==> src/rtl/column_l1route_sched.sv <==
// Round-robin burst scheduler for the shared column-wise L1 route (QSN permuters behind a 2:1 mux).
// Optional build macro COL_L1ROUTE_ERRCHK_EN adds the sticky err_o diagnostic output.
module column_l1route_sched #(
    parameter int STRIDE_UNIT_SIZE      = 15,
    parameter int BITWIDTH_SHIFT_FACTOR = $clog2(STRIDE_UNIT_SIZE - 1),
    parameter int BURST_LEN             = 3,
    parameter int PIPE_LATENCY          = 2,
    parameter int CNT_WIDTH             = $clog2(BURST_LEN + 1)
) (
    input  logic                             sys_clk,
    input  logic                             rstn,
    input  logic                             ch_req_i,
    input  logic [BITWIDTH_SHIFT_FACTOR-1:0] ch_shift_i,
    output logic                             ch_gnt_o,
    input  logic                             vnu_req_i,
    input  logic [BITWIDTH_SHIFT_FACTOR-1:0] vnu_shift_i,
    output logic                             vnu_gnt_o,
    output logic                             sw_in_src_o,
    output logic [BITWIDTH_SHIFT_FACTOR-1:0] shift_factor_o,
    output logic                             route_valid_o,
    output logic                             route_src_o,
    output logic                             route_last_o,
    output logic                             busy_o
`ifdef COL_L1ROUTE_ERRCHK_EN
    ,
    output logic                             err_o
`endif
);

    typedef enum logic [1:0] {
        IDLE      = 2'd0,
        BURST_CH  = 2'd1,
        BURST_VNU = 2'd2
    } state_e;

    localparam logic [CNT_WIDTH-1:0] LAST_BEAT = CNT_WIDTH'(BURST_LEN - 1);

    state_e                             state_q, state_d;
    logic [CNT_WIDTH-1:0]               cnt_q, cnt_d;
    logic                               last_served_q, last_served_d;
    logic                               src_q, src_d;
    logic [BITWIDTH_SHIFT_FACTOR-1:0]   shift_q, shift_d;

    logic [PIPE_LATENCY-1:0]            pv_q, pv_d;
    logic [PIPE_LATENCY-1:0]            ps_q, ps_d;
    logic [PIPE_LATENCY-1:0]            pl_q, pl_d;

    logic                               any_req;
    logic                               last_beat;
    logic                               arb_last_served;
    logic                               next_is_vnu;
    logic                               start;
    logic [BITWIDTH_SHIFT_FACTOR-1:0]   sel_shift;

    function automatic logic shift_out_of_range(input logic [BITWIDTH_SHIFT_FACTOR-1:0] s);
        return (32'(s) >= 32'(STRIDE_UNIT_SIZE));
    endfunction

    function automatic logic [BITWIDTH_SHIFT_FACTOR-1:0] clamp_shift(
        input logic [BITWIDTH_SHIFT_FACTOR-1:0] s);
        if (shift_out_of_range(s)) begin
            return '0;
        end
        return s;
    endfunction

    // Returns 1 when the VNU should own the next burst (only meaningful if a request is pending).
    function automatic logic pick_vnu(input logic ch, input logic vnu, input logic ls_vnu);
        if (ch && vnu) begin
            return ~ls_vnu;
        end
        return vnu;
    endfunction

    assign any_req   = ch_req_i | vnu_req_i;
    assign last_beat = (state_q != IDLE) && (cnt_q == LAST_BEAT);
    // On the final beat the current owner already counts as last served for the next pick.
    assign arb_last_served = last_beat ? (state_q == BURST_VNU) : last_served_q;
    assign next_is_vnu     = pick_vnu(ch_req_i, vnu_req_i, arb_last_served);
    assign sel_shift       = next_is_vnu ? vnu_shift_i : ch_shift_i;

    always_comb begin
        state_d       = state_q;
        cnt_d         = cnt_q;
        last_served_d = last_served_q;
        src_d         = src_q;
        shift_d       = shift_q;
        start         = 1'b0;

        unique case (state_q)
            IDLE: begin
                start = any_req;
            end
            BURST_CH, BURST_VNU: begin
                if (last_beat) begin
                    last_served_d = (state_q == BURST_VNU);
                    start         = any_req;
                    if (!any_req) begin
                        state_d = IDLE;
                        cnt_d   = '0;
                        src_d   = 1'b0;
                        shift_d = '0;
                    end
                end else begin
                    cnt_d = cnt_q + CNT_WIDTH'(1);
                end
            end
            default: begin
                state_d = IDLE;
                cnt_d   = '0;
                src_d   = 1'b0;
                shift_d = '0;
            end
        endcase

        if (start) begin
            state_d = next_is_vnu ? BURST_VNU : BURST_CH;
            cnt_d   = '0;
            src_d   = next_is_vnu;
            shift_d = clamp_shift(sel_shift);
        end
    end

    always_ff @(posedge sys_clk or negedge rstn) begin
        if (!rstn) begin
            state_q       <= IDLE;
            cnt_q         <= '0;
            last_served_q <= 1'b1;
            src_q         <= 1'b0;
            shift_q       <= '0;
        end else begin
            state_q       <= state_d;
            cnt_q         <= cnt_d;
            last_served_q <= last_served_d;
            src_q         <= src_d;
            shift_q       <= shift_d;
        end
    end

    // Tag pipeline mirrors the QSN latency: stage 0 captures the beat being granted now.
    generate
        if (PIPE_LATENCY == 1) begin : g_pipe1
            assign pv_d = state_q != IDLE;
            assign ps_d = src_q;
            assign pl_d = last_beat;
        end else begin : g_pipeN
            assign pv_d = {pv_q[PIPE_LATENCY-2:0], state_q != IDLE};
            assign ps_d = {ps_q[PIPE_LATENCY-2:0], src_q};
            assign pl_d = {pl_q[PIPE_LATENCY-2:0], last_beat};
        end
    endgenerate

    always_ff @(posedge sys_clk or negedge rstn) begin
        if (!rstn) begin
            pv_q <= '0;
            ps_q <= '0;
            pl_q <= '0;
        end else begin
            pv_q <= pv_d;
            ps_q <= ps_d;
            pl_q <= pl_d;
        end
    end

    assign ch_gnt_o       = (state_q == BURST_CH);
    assign vnu_gnt_o      = (state_q == BURST_VNU);
    assign sw_in_src_o    = src_q;
    assign shift_factor_o = shift_q;
    assign route_valid_o  = pv_q[PIPE_LATENCY-1];
    assign route_src_o    = ps_q[PIPE_LATENCY-1];
    assign route_last_o   = pl_q[PIPE_LATENCY-1];
    assign busy_o         = (state_q != IDLE) || (|pv_q);

`ifdef COL_L1ROUTE_ERRCHK_EN
    logic oor_q, oor_d;
    logic err_q, err_d;

    // oor_q pulses during the first beat of a clamped burst; err_q latches it one cycle later.
    assign oor_d = start && shift_out_of_range(sel_shift);
    assign err_d = err_q | oor_q | (ch_gnt_o & vnu_gnt_o);

    always_ff @(posedge sys_clk or negedge rstn) begin
        if (!rstn) begin
            oor_q <= 1'b0;
            err_q <= 1'b0;
        end else begin
            oor_q <= oor_d;
            err_q <= err_d;
        end
    end

    assign err_o = err_q;
`endif

endmodule

==> config.mk <==
export PLATFORM = sky130hd
export DESIGN_NAME = column_l1route_sched
export DESIGN_NICKNAME = d
export VERILOG_FILES = /design/src/rtl/column_l1route_sched.sv
export SDC_FILE = /design/constraint.sdc
export NUM_CORES = 1
export LEC_CHECK = 0
export CORE_UTILIZATION = 47
export CTS_CLUSTER_SIZE = 8
export DETAILED_ROUTE_END_ITERATION = 12
export PLACE_DENSITY = 0.81
export SLEW_MARGIN = 20
export SYNTH_ARGS = -nofsm -noshare
export SYNTH_HDL_FRONTEND = slang
export SYNTH_SLANG_ARGS = --single-unit
==> constraint.sdc <==
create_clock -name sys_clk -period 3.5 [get_ports sys_clk]
set_input_delay 0.7 -clock sys_clk [delete_from_list [all_inputs] [get_ports sys_clk]]
set_output_delay 0.7 -clock sys_clk [all_outputs]
set_load 0.02 [all_outputs]
==> results_dict.tcl <==
set metrics [dict create \
    yosys.area_share.simple_pct 12.56 \
    relSlewSlack_pct 57.19 \
    final-hold-violation-count 0 \
    r2r_cells 7 \
    clock_latency_ns 0.28 \
    routed-wl-met2_um 771 \
    syn_nets 81 \
    place_inst 101 \
    post_cts.repair.setup_buffers 0 \
    numPortBuffers 22 \
    drt_iter0_drc 35 \
    clkTransAtPathRegs_ns 0.09 \
    grt_pass1_wl_mm 2.725 \
    cap_violations 0 \
    nNetsFinal 107 \
    critPathRequiredTime_ns 2.80 \
    yosys-top-cells-area "dfrtp_1, ha_1, o2bb2ai_1, dfstp_2, nand2_1" \
    cts_htree_levels 1 \
    rsz0062_at_grt "no" \
    synth_compound_area_share_pct 21.22 \
    die-width_um 41.60 \
    worst_pin_slew_ns 0.6402 \
    ys_seq_area_share_pct 51.10 \
    yosys_warnings 0 \
    fin_ws_ns 0.6443 \
    max_freq_ghz 0.3502 \
    crit_type "flop to primary output" \
    seqPwrFrac_pct 36.9 \
    combPwrFrac_pct 50.6 \
    synthDistinctLibCells 30 \
    avgSynthCellArea_um2 11.34 \
    cp_slowest_cell "clkdlybuf4s50_1" \
    ios 23 \
    synth_top_area_cell "dfrtp_1" \
    antennaDiodeCount 0 \
    cts_resized 0 \
    start_util_pct 53.30 \
    switchingPower_mw 0.3116 \
    first_global_vias 584 \
    layout_commonest_cell "clkdlybuf4s50_1" \
    power_density_nw_per_um2 787.0 \
    min_path_type "flop to flop" \
    die_y_um 41.60 \
    yosys.area.top_type_share_pct 47.54 \
    avgViaCountPerCell 5.676 \
    r2r_end "shift_factor_o[1]$_DFFE_PN0P_" \
    antenna_left 0 \
    core_um2 1383 \
    ys_ff_latch 15 \
    tritoncts "built" \
    grt_max_degree 16 \
    worst-path-stages 5 \
    fp-row-count 13 \
    drt-wirelength-per-cell_um 15.36 \
    dr.max_layer_used "met4" \
    most-common-layout-cells "clkdlybuf4s50_1, dfrtp_1, nand2_1" \
    finalCritPeriodShare_pct 81.59 \
    swShare_pct 39.96 \
    pwr-share-clk_pct 12.5 \
    die_area_um2 1730 \
    fin_worst_skew_ns 0.002774 \
    synth_fa_ha_area_share_pct 6.791 \
    cp-endpoint "busy_o" \
    path_buf_inv 3 \
    drv_slew 0 \
    power_mw 0.7799 \
    dpl.hpwl_mm 1.206 \
    syn2layout_area_growth_pct 34.47 \
    antenna_found_initial 0 \
    met3WireLength_um 102 \
    r2r_slack_ns 1.10 \
    max-vdd-ir-drop_v 0.0005017 \
    gp_congestion 0.8616 \
    finalSetupTns_ns 0 \
    drive_gt1_share_pct 6.667 \
    synth_cells 65 \
    place_ws_ns 0.9315 \
    gr-total-overflow 0 \
    synth_top_family_by_area "compound AO/OA/AOI/OAI gates" \
    clock-sinks 15 \
    cellLeakagePower_nw 0.4533 \
    period_needed_ns 2.856 \
    cts_root_buf "clkbuf_4" \
    vias 596 \
    final_cells 105 \
    drcViolationCount 0 \
    synth_area_um2 737.0 \
    synth_xor_area_share_pct 0 \
    crit_path_cell_trace "inv_1 -> ha_1 -> inv_1 -> or3_1 -> clkdlybuf4s50_1" \
    grt.total_usage_pct 20.84 \
    cts.path.max_buffers 2 \
    worstSetupStartpointType "flop" \
    setup_viol 0 \
    synth_mux_area_share_pct 4.244 \
    crit_path_max_incr_delay_ns 0.54 \
    cp-startpoint "state_q[1]$_DFFE_PN0P_" \
    internal_power_mw 0.4683 \
    postRouteWirelength_mm 1.613 \
    cp.arrival_ns 2.16 \
    crit_family "buffers and inverters" \
    crit_top_cell "inv_1" \
    drt-pass1-iter-count 4 \
    ctsHoldBuffers 0 \
    crit_fanout 8 \
    numCtsBuffers 3 \
    status "complete, no violations" \
    r2r-start "state_q[1]$_DFFE_PN0P_" \
    wl_met1_um 716 \
    crit_path_end_kind "primary output" \
]
cell type report:
| cell class | instances | area [µm²] |
|---|---|---|
| clock buffers | 4 | 26.28 |
| well taps | 15 | 18.77 |
| repair buffers | 22 | 220.2 |
| multi-input cells | 44 | 330.3 |
| flip-flops and latches | 15 | 376.6 |
| fillers | 101 | 391.6 |
| inverters | 5 | 18.77 |
logic make-up after synthesis:
kind of cell               Yosys count
AOI/OAI and AO/OA                   21
adders and majority gates            4
DFF                                 15
and+or+nand+nor                     16
muxes                                3
buffers and inverters                6
cells in the mapped netlist:
library cell  number
or3b_4             1
a221o_1            1
a32o_1             1
o21ai_1            1
o21ai_0            3
dfstp_2            1
inv_1              5
mux2_2             1
or3_1              1
a32oi_1            2
dfrtp_1           14
a22o_1             1
o31ai_1            1
nor3_1             1
nand3_1            1
a21o_1             1
nor2b_1            1
o2bb2ai_1          4
mux2i_1            2
and2_1             1
a221oi_1           2
nand2b_1           1
o21bai_1           1
and4bb_1           1
and2b_1            1
buf_6              1
ha_1               4
a21oi_1            3
nand2_1            6
nor2_1             1
worst min-delay path by stage:
stage | startpoint | endpoint | cells after the start
after floorplan | pl_q[0]$_DFF_PN0_ | pl_q[1]$_DFF_PN0_ | 0
after global placement | ps_q[0]$_DFF_PN0_ | ps_q[1]$_DFF_PN0_ | 0
after detailed placement | ps_q[0]$_DFF_PN0_ | ps_q[1]$_DFF_PN0_ | 0
after CTS | ps_q[0]$_DFF_PN0_ | ps_q[1]$_DFF_PN0_ | 0
after global routing | ps_q[0]$_DFF_PN0_ | ps_q[1]$_DFF_PN0_ | 0
final | ps_q[0]$_DFF_PN0_ | ps_q[1]$_DFF_PN0_ | 0
sequential cells by signal (all words and copies together) (netlist names):
name / flops
state_q: 2
pl_q: 2
shift_factor_o: 4
pv_q: 2
cnt_q: 2
ps_q: 2
last_served_q: 1
per-stage QoR:
stage	area (µm²)	util [%]	hold WS (ns)
4_1_cts	991.0	71.67	0.3541
3_3_place_gp	964.7	69.77	0.3364
3_5_place_dp	964.7	69.77	0.3379
2_1_floorplan	737.0	-	0.3312
6_report	991.0	71.67	0.3534
5_1_grt	991.0	71.67	0.3697
worst register-to-register path, delay by kind of cell (launching register included):
family | cells | cell delay (ns)
flops | 1 | 0.45
simple gates | 1 | 0.44
fa+ha+maj | 1 | 0.29
compound gates | 4 | 1.04
buf+inv | 1 | 0.09
power by group through the flow:
stage	Combinational, mW	Sequential (mW)	Clock (mW)
floorplan	0.196	0.324	0
global placement	0.384	0.288	0
detailed placement	0.391	0.292	0
CTS	0.394	0.288	0.0995
global route	0.430	0.296	0.107
finish	0.395	0.287	0.0979
layer usage:
metal | global-route usage [%] | vias up
met5 | 0 | -
met4 | 7.742 | 0
met3 | 3.913 | 2
met2 | 33.75 | 22
met1 | 27.68 | 282
li1 | - | 290
No activity file was read; power rests on OpenSTA's default activity.
